--- src/rtl/indexed_slot_buffer.sv ---
// indexed_slot_buffer: random-access elastic buffer; writes take a free slot, reads address slots by index.
// Optional macro RAND_ALLOC_EN: LFSR-seeded circular free-slot search instead of lowest-free allocation.
module indexed_slot_buffer #(
  parameter int DEPTH = 32,
  parameter int WIDTH = 8,
  localparam int AW = $clog2(DEPTH)
) (
  input  logic             clk,
  input  logic             rst,
  input  logic             flush,
  input  logic             wr_valid,
  output logic             wr_ready,
  input  logic [WIDTH-1:0] wr_data,
  output logic [AW-1:0]    wr_idx,
  input  logic             rd_req,
  input  logic             rd_keep,
  input  logic [AW-1:0]    rd_idx,
  output logic [WIDTH-1:0] rd_data,
  output logic             rd_valid,
  output logic             rd_err,
  output logic [AW:0]      count,
  output logic             empty,
  output logic             full
);
  localparam int SW = 1 << AW;
  logic [DEPTH-1:0] valid;
  logic [WIDTH-1:0] mem [DEPTH];
  logic [SW-1:0]    vext;
  logic             wr_acc, rd_hit, rd_ok, cons;
  // Zero-padded bitmap makes out-of-range indices read as empty slots.
  assign vext     = SW'(valid);
  assign wr_ready = ~&valid;
  assign wr_acc   = wr_valid && wr_ready && !flush;
  assign rd_hit   = rd_req && vext[rd_idx];
  assign rd_ok    = rd_hit && !flush;
  assign cons     = rd_ok && !rd_keep;
  assign empty    = count == '0;
  assign full     = count == (AW+1)'(DEPTH);
`ifdef RAND_ALLOC_EN
  logic [15:0]        lfsr;
  logic [2*DEPTH-1:0] rot;
  int                 s, o;
  always_ff @(posedge clk or posedge rst)
    if (rst) lfsr <= 16'hACE1;
    else lfsr <= {lfsr[14:0], lfsr[15] ^ lfsr[13] ^ lfsr[12] ^ lfsr[10]};
  // Rotating the doubled free map turns the circular search into a lowest-set-bit search.
  always_comb begin
    s = int'(lfsr) % DEPTH;
    rot = {~valid, ~valid} >> s;
    o = 0;
    for (int i = DEPTH - 1; i >= 0; i--) if (rot[i]) o = i;
    wr_idx = wr_ready ? AW'((s + o) % DEPTH) : '0;
  end
`else
  always_comb begin
    wr_idx = '0;
    for (int i = DEPTH - 1; i >= 0; i--) if (!valid[i]) wr_idx = AW'(i);
  end
`endif
  always_ff @(posedge clk)
    if (wr_acc) mem[wr_idx] <= wr_data;
  always_ff @(posedge clk or posedge rst)
    if (rst) begin
      valid    <= '0;
      count    <= '0;
      rd_data  <= '0;
      rd_valid <= 1'b0;
      rd_err   <= 1'b0;
    end else begin
      rd_valid <= rd_ok;
      rd_err   <= rd_req && !rd_hit && !flush;
      if (rd_ok) rd_data <= mem[rd_idx];
      if (flush) begin
        valid <= '0;
        count <= '0;
      end else begin
        if (wr_acc) valid[wr_idx] <= 1'b1;
        if (cons) valid[rd_idx] <= 1'b0;
        count <= count + {{AW{1'b0}}, wr_acc} - {{AW{1'b0}}, cons};
      end
    end
endmodule

--- config.mk ---
export PLATFORM = sky130hd
export DESIGN_NAME = indexed_slot_buffer
export DESIGN_NICKNAME = d
export VERILOG_FILES = /design/src/rtl/indexed_slot_buffer.sv
export SDC_FILE = /design/constraint.sdc
export NUM_CORES = 1
export LEC_CHECK = 0
export ABC_AREA = 1
export CAP_MARGIN = 25
export CORE_AREA = 3 3 149 151
export DETAILED_ROUTE_END_ITERATION = 10
export DIE_AREA = 0 0 152 154
export HOLD_SLACK_MARGIN = 0.08
export PLACE_DENSITY_LB_ADDON = 0.2
export SYNTH_ARGS = -nofsm -noshare
export SYNTH_HDL_FRONTEND = slang
export SYNTH_SLANG_ARGS = --single-unit
--- constraint.sdc ---
create_clock -name clk -period 3.6 [get_ports clk]
set_input_delay 0.36 -clock clk [delete_from_list [all_inputs] [get_ports clk]]
set_output_delay 0.36 -clock clk [all_outputs]
set_load 0.03 [all_outputs]
After elaboration in Yosys (flattened, before gate mapping) --
Memories as Yosys holds them, arrays and structs flattened. A register that Yosys moved wholly into a read port is not among the register bits. Index checks and enable logic that the tools add are counted. W data, S select, Z words.
Storage, ports and cells: input port bits 19, memories 1, RAM bits 256, flip-flop bits (word level) 40
Memories:
- mem | depth 32, width 8, rd ports 1, clocked after memory_dff 1, wr ports 1, line 27 | logic [WIDTH-1:0] mem [DEPTH];
Cells by class: eq/ne operators 1, bitwise operators 3, mux-type cells 45, order comparisons 4, reduce and logical (&&, ||, !) cells 15, $add $sub $neg 2
Operators with widths (count):
- $mux W5 | 32
- $mux W32 | 4
- $and A32 B32 Y32 | 1
- $not A32 Y32 | 1
- $or A32 B32 Y32 | 1
- $reduce_and A32 Y1 | 1
- $lt A5 B6 Y1 const B | 2
- $demux W1 S5 | 2
- $ge A5 B1 Y1 const B | 2
- $logic_and A1 B1 Y1 | 9
- $add A6 B1 Y6 | 1
- $eq A6 B6 Y1 const B | 1
- $logic_not A6 Y1 | 1
- $mux W6 | 1
- $sub A6 B1 Y6 | 1
- $bmux W1 S5 | 1
- $mux W1 | 5
- $logic_not A1 Y1 | 4

Logic depth before layout (Yosys ltp) --
Gate-level depths: netlist (run 1).
depth after elaboration 42, mapped depth 34, mapped depth without buffers 34

Worst setup path after synthesis (run 1) --
Ideal clock, no wire load.
kind input-to-reg, start in rd_idx[0], end reg count[4], slack 0.554 ns, arrival 2.922 ns, library setup time 0.124 ns, stages 19, buffers on the path 1, data required time 3.476 ns, path through clkbuf_1 nor2_2 a22oi_1 o221ai_1 a22o_1 a221oi_1 nand4_1 nand3_1 nor2_2 ha_1 inv_1 ha_1 fa_1 nand2_1 inv_1 nor2_1 o21bai_1 o21ai_0 a21oi_1
Between the ends: cells in the longest elaborated chain, start to end 7
Ends and longest elaborated chain:
- start: declaration | line 17 | input logic [AW-1:0] rd_idx,
- $bmux W1 S5 | line 34 | assign rd_hit = rd_req && vext[rd_idx];
- $mux W1 (not written as such) | line 34
- $logic_and A1 B1 Y1 | line 34
- $logic_and A1 B1 Y1 | line 35 | assign rd_ok = rd_hit && !flush;
- $logic_and A1 B1 Y1 | line 36 | assign cons = rd_ok && !rd_keep;
- $sub A6 B1 Y6 | line 79 | count <= count + {{AW{1'b0}}, wr_acc} - {{AW{1'b0}}, cons};
- $mux W6 | line 73 | if (flush) begin
- end signal: assignment | line 79
- end: declaration | line 21 | output logic [AW:0] count,
Every way passes these cells. The select of a mux whose other input is x is not followed.

Worst setup path in the final report (run 1) --
start reg valid[24], end out wr_idx[2]
Between the ends: cells in the longest elaborated chain, start to end 25
Ends and longest elaborated chain:
- start: declaration | line 26 | logic [DEPTH-1:0] valid;
- start signal: assignment | line 64 | valid <= '0;
- start signal: assignment | line 74 | valid <= '0;
- start signal: indexed assignment | line 77 | if (wr_acc) valid[wr_idx] <= 1'b1;
- $mux W5 (25 in series) | line 57 | for (int i = DEPTH - 1; i >= 0; i--) if (!valid[i]) wr_idx = AW'(i);
- end: declaration | line 14 | output logic [AW-1:0] wr_idx,
Every way passes these cells.

==> flow_summary.ini, run 1 <==
[floorplan]
die_w_microns = 152
coreArea_sq_um = 20960
die_h_microns = 154
io_pins = 43
start_util_pct = 60.64
rows = 53
die_area_sq_um = 23410

[clocking]
htree_levels = 1
clk_path_buf_depth = 3
clk_latency_ps = 550
cts_root_buffer = clkbuf_16
clk_pin_slew_ps = 60
tritoncts = built
cts_made_buffers = 29
numClockSinks = 304

[final_layout]
syn2layout_area_growth_pct = 15.44
fillers = 1474
fin_util_pct = 70.00
final_common_cell = edfxtp_1
drive_gt1_share_pct = 11.11
multi_input_area_sq_um = 3201
final_cell_mix = edfxtp_1 (256), nand2_1 (116), inv_1 (106)
register_area_sq_um = 8889
antennaDiodeCount = 0
finalNetCount = 1114

[grt]
use_met1_pct = 41.61
busiest_layer = met2
grtUsageMet3_pct = 4.137
grt_usage_pct = 28.42
grt_pass1_wl_microns = 51630
grt_max_degree = 65
use_met2_pct = 45.96
gr-total-overflow = 0
grt_pass1_vias = 8452
antenna_found_initial = 1

[sta]
holdWs_ps = 449.7
fin_crit_ps = 3318
rsz0062_at_grt = no
max_slew_margin_pct = 44.33
hold_viol_final = 0
max_freq_ghz = 0.3014
report.final.slew_viol_count = 0
worst_pin_slew_ps = 835.0
skew_ps = 16.93
setup_viol = 0
finalCritPeriodShare_pct = 92.17
worst_slack_ps = 281.9

[synthesis]
ys_seq_area_share_pct = 69.95
synth_warnings = 0
syn_nets = 1050
ys_ff_latch = 304
syn_inst = 1021
yosysTopAreaCellShare_pct = 60.50
yosysUniqueCellTypes = 41
syn-cell-area_sq_um = 12710
synthTopCellsByArea = edfxtp_1 (60%), dfrtp_1 (9.5%), a22oi_1 (4.1%), nand3_1 (3.6%), nand2_1 (3.5%)
syn_area_per_cell_sq_um = 12.45
post-synth-top-area-cell = edfxtp_1

[power_and_ir_drop]
powerDensity_nw_per_um2 = 522.0
power_mw = 7.657
power.leakage_nw = 5.112
peakVddDrop_mv = 0.4051

[drt]
post_drt_wl_per_cell_microns = 24.24
drc = 0
postRouteAntennaNets = 0
finalWirelength_microns = 33490
vias = 8798
via_per_inst = 6.366
drt_iter0_markers = 1046
first_pass_iters = 6

[setup_path]
critPathArrivalTime_ps = 2960
crit_buf_inv = 3
crit_chain = inv_1, nor4_2, a21oi_1, o21ai_0, nand2_1, nand2_1, nand2_1, inv_1, clkdlybuf4s50_1
slowest_stage = clkdlybuf4s50_1
path_max_fanout = 5
start_kind = register
cp_common_cell = nand2_1
critPathTopFamily = buffers and inverters
endpoint_kind = primary output
worst-setup-path-type = register to primary output
critPathMaxStageDelay_ps = 710
cp_data_required_time_ps = 3240

[placement]
dpl.hpwl_microns = 21110
io_buffers = 42
place_ws_ps = -150.1
gp_congestion = 0.9451

[outcome]
status = finished clean

[hold_path]
hold_class = primary input to register

[flow_run]
cap_violations = 0
-- repair_timing --
| item | in CTS | in global routing |
|---|---|---|
| resized for setup | 3 | 11 |
| endpoints found under the setup margin | 2 | 3 |
| buffers inserted | 0 | 0 |
| endpoints found under the hold margin | 7 | 0 |
| hold buffers | 1 | 0 |
-- stage by stage --
step           std cells  instance area [sq um]  setup TNS (ps)
2_1_floorplan       1021                  12710               0
3_3_place_gp        1323                  13560          -96.24
3_5_place_dp        1326                  13640          -234.8
4_1_cts             1380                  14620               0
5_1_grt             1382                  14670               0
6_report            1382                  14670               0
-- path summary, 6_finish.rpt --
| path | start | to | slack (ps) | depth (start not counted) |
|---|---|---|---|---|
| worst max-delay path | valid[24] | wr_idx[2] | 280 | 9 |
| worst min-delay path | rd_req | rd_err | 450 | 3 |
| worst max register to register | valid[1] | mem[31][3] | 320 | 10 |
| worst min register to register | valid[11] | valid[11] | 570 | 2 |
| max in group asynchronous | rst | rd_valid | 2180 | 4 |
| min in group asynchronous | rst | count[5] | 580 | 3 |
-- cells by family (layout without fill, tap and decap cells) --
family                   Yosys count  after routing  synth area share (%)
flip-flops                       304            304                 69.95
AND/OR/NAND/NOR                  303            303                 11.48
AO/OA/AOI/OAI                    237            237                 12.50
buffers and inverters            167            253                 5.032
adder cells (fa/ha/maj)           10             10                 1.044
-- where the power goes --
group          switching (mW)  internal [mW]  total [mW]
clock                    1.28           1.83        3.11
sequential             0.0314           3.86        3.89
combinational           0.428          0.230       0.658
-- final cells by class --
class                           count  area share, %
Timing Repair Buffer               87          5.723
Tap cell                          275          2.346
Sequential cell                   304          60.59
Inverter                          113          2.900
Clock buffer                       33          5.049
Clock inverter                     20          1.569
Multi-Input combinational cell    550          21.82
-- synthesized netlist by cell type --
library cell  count
nor4b_1           1
nand4_1          18
ha_1              9
clkbuf_1         41
a21oi_1          33
or2_2             4
clkbuf_4          1
nand2_1         117
a211oi_1          2
o221ai_1          6
a2111oi_0         8
edfxtp_1        256
a311oi_1          1
o311ai_0          1
buf_1             7
nand3_1          92
nor3_1           11
a21oi_2           7
nand2_8           3
buf_4             1
o31ai_1          15
dfrtp_1          48
buf_2             4
nand3_2           7
a31oi_1          62
a221oi_1          2
nor2_1           36
o21bai_1          1
and3_1            1
o22ai_1           2
fa_1              1
nor2_2            2
inv_1           109
inv_2             1
nand2_2           1
a22o_1            2
a22oi_1          70
nand2_4           1
o21ai_0          25
clkinv_1          3
nor4_1            9
-- flip-flops by register name, summed over array words and instances, names as in the netlist --
signal	flops
count	6
mem	256
rd_data	8
rd_err	1
rd_valid	1
valid	32
-- worst reg2reg max path, cell delays in order (launching register included) --
cell	delay (ps)
dfrtp_1	470
inv_1	160
nor4_1	490
nand2_1	150
nor2_1	210
inv_1	100
nor3_1	310
inv_1	100
nor2_1	360
nand4_1	220
inv_1	370
-- routing by layer --
| metal | routed length, microns | vias to the layer above |
|---|---|---|
| met3 | 3075 | 60 |
| met2 | 16000 | 479 |
| met5 | 0 | - |
| met1 | 13660 | 4325 |
| li1 | - | 3934 |
| met4 | 760 | 0 |
(Power assumes the default switching activity.)
==> inputs of run 2 (changes only) <==
- GPL_ROUTABILITY_DRIVEN: not set -> 0
==> run 2 against run 1 <==
Against the previous run: power is 2.5% lower; clock skew rose by 3.5 ps; sequential cell count unchanged; first-iteration DRC count fell by 4.3%; global-route usage grew 0.059 points; sequential power about the same; critical path depth is 2 lower; non-clock buffer count rose by 2; clock-buffer cell count is 6 higher; worst setup slack worse by 73 ps; combinational power rose by 0.8%; register-to-register slack better by 50 ps; critical endpoint is now wr_idx[4]; largest cell class unchanged.
==> flow_summary.ini, run 2 (synthesis gave the netlist of run 1 again) <==
[floorplan]
rows = 53
die_area_sq_um = 23410
die_w_microns = 152
start_util_pct = 60.64
io_pins = 43
coreArea_sq_um = 20960
die_h_microns = 154

[setup_path]
critPathMaxStageDelay_ps = 700
cp_data_required_time_ps = 3240
slowest_stage = clkdlybuf4s50_1
endpoint_kind = primary output
critPathLaunch = valid[12]
r2r-end = mem[4][7]
crit_buf_inv = 3
critPathTopFamily = simple AND/OR/NAND/NOR gates
start_kind = register
critPathArrivalTime_ps = 3030
worstReg2RegStart = valid[31]
path_max_fanout = 3
r2r_slack_ps = 370
worst-setup-path-type = register to primary output
crit_chain = inv_1, nor4_1, nand2_1, nor2_1, inv_1, nor2_1, clkdlybuf4s50_1
reg2reg_depth = 35

[clocking]
cts_made_buffers = 29
cts_root_buffer = clkbuf_16
clk_path_buf_depth = 3
numClockSinks = 304
clk_pin_slew_ps = 60
htree_levels = 1
clk_latency_ps = 560
tritoncts = built

[final_layout]
syn2layout_area_growth_pct = 15.37
largest_reg_flops = 256
finalNetCount = 1116
largest_register = mem
final_cell_mix = edfxtp_1 (256), nand2_1 (117), inv_1 (96)
fillers = 1459
final_common_cell = edfxtp_1
fin_util_pct = 69.96
antennaDiodeCount = 0
largest_registers = mem x256, valid x32, rd_data x8
drive_gt1_share_pct = 12.16

[flow_run]
cap_violations = 0

[sta]
setup_viol = 0
hold_viol_final = 0
holdWs_ps = 429.2
max_slew_margin_pct = 42.68
worst_pin_slew_ps = 859.9
rsz0062_at_grt = yes
report.final.slew_viol_count = 0
finalCritPeriodShare_pct = 94.21
skew_ps = 20.42
fin_crit_ps = 3391
max_freq_ghz = 0.2949

[power_and_ir_drop]
p_int_mw = 5.725
clkPwrFrac_pct = 39.0
p_sw_mw = 1.738
power.sequential.fraction_pct = 52.1
peakVddDrop_mv = 0.3803
powerDensity_nw_per_um2 = 509.0
p_sw_share_pct = 23.29
power.leakage_nw = 5.014
comb_power_share_pct = 8.9

[hold_path]
hold_depth = 3
hold_class = primary input to register
whs_endpoint = rd_err
hold_start = rd_req

[drt]
post_drt_wl_per_cell_microns = 24.26
drc = 0
drt_iter0_markers = 1001
via_per_inst = 6.495
finalWirelength_microns = 33590
postRouteAntennaNets = 0
vias = 8995
first_pass_iters = 6

[grt]
busiest_layer = met2
grt_usage_pct = 28.48
grt_pass1_vias = 8759
grt_pass1_wl_microns = 51550
grtUsageMet3_pct = 5.573
grt_max_degree = 65
antenna_found_initial = 0
gr-total-overflow = 0
use_met2_pct = 45.15
use_met1_pct = 40.28

[placement]
dpl.hpwl_microns = 21560
io_buffers = 42

[outcome]
status = finished clean
[run 2: power by group through the flow]
stage / clock network, mW / logic [mW] / registers, mW
global route: 3.07 / 0.712 / 3.89
finish: 2.91 / 0.663 / 3.89
CTS: 2.92 / 0.659 / 3.89
floorplan: 0 / 0.291 / 4.02
detailed placement: 0 / 0.657 / 3.96
global placement: 0 / 0.623 / 3.96
[run 2: worst max path at each step]
| stage | to | slack [ps] | cells past startpoint |
|---|---|---|---|
| finish | wr_idx[4] | 210 | 7 |
| global route | wr_idx[0] | -110 | 34 |
| CTS | wr_idx[0] | 10 | 34 |
| detailed placement | count[4] | -220 | 20 |
| global placement | count[4] | -70 | 20 |
| floorplan | count[4] | 550 | 19 |
[run 2: tightest hold or removal path, stage by stage]
cell	delay, ps
clkdlybuf4s50_1	440
nand2_1	80
nor2_1	50
[run 2: layout make-up]
| type | instances | area (sq um) | share of cell area (%) |
|---|---|---|---|
| Clock buffer | 39 | 803.3 | 5.479 |
| Clock inverter | 15 | 107.6 | 0.7340 |
| Inverter | 113 | 455.4 | 3.107 |
| Multi-Input combinational cell | 550 | 3199 | 21.82 |
| Sequential cell | 304 | 8889 | 60.63 |
| Tap cell | 275 | 344.1 | 2.347 |
| Timing Repair Buffer | 89 | 862.1 | 5.880 |
[run 2: layer usage]
layer / share of wire (%) / wire length [microns]
met1: 39 / 13090
met2: 47 / 15620
met3: 11 / 3684
met4: 3.6 / 1199
met5: 0 / 0
[run 2: metrics by stage]
step,power [mW],setup TNS (ps),instance area (sq um),worst slack [ps],instances
floorplan,4.311,0,12710,553.7,1021
global placement,4.587,-67.17,13520,-67.17,1318
detailed placement,4.617,-302.2,13670,-220.1,1325
CTS,7.470,0,14590,12.46,1380
global route,7.678,-187.0,14660,-109.3,1385
finish,7.463,0,14660,208.6,1385
[run 2: what timing repair did]
action,4_1_cts,5_1_grt
hold buffers,1,0
pin swaps,0,3
setup endpoints to repair,2,76
buffers inserted,0,5
hold endpoints to repair,9,0
gates resized for setup,5,20
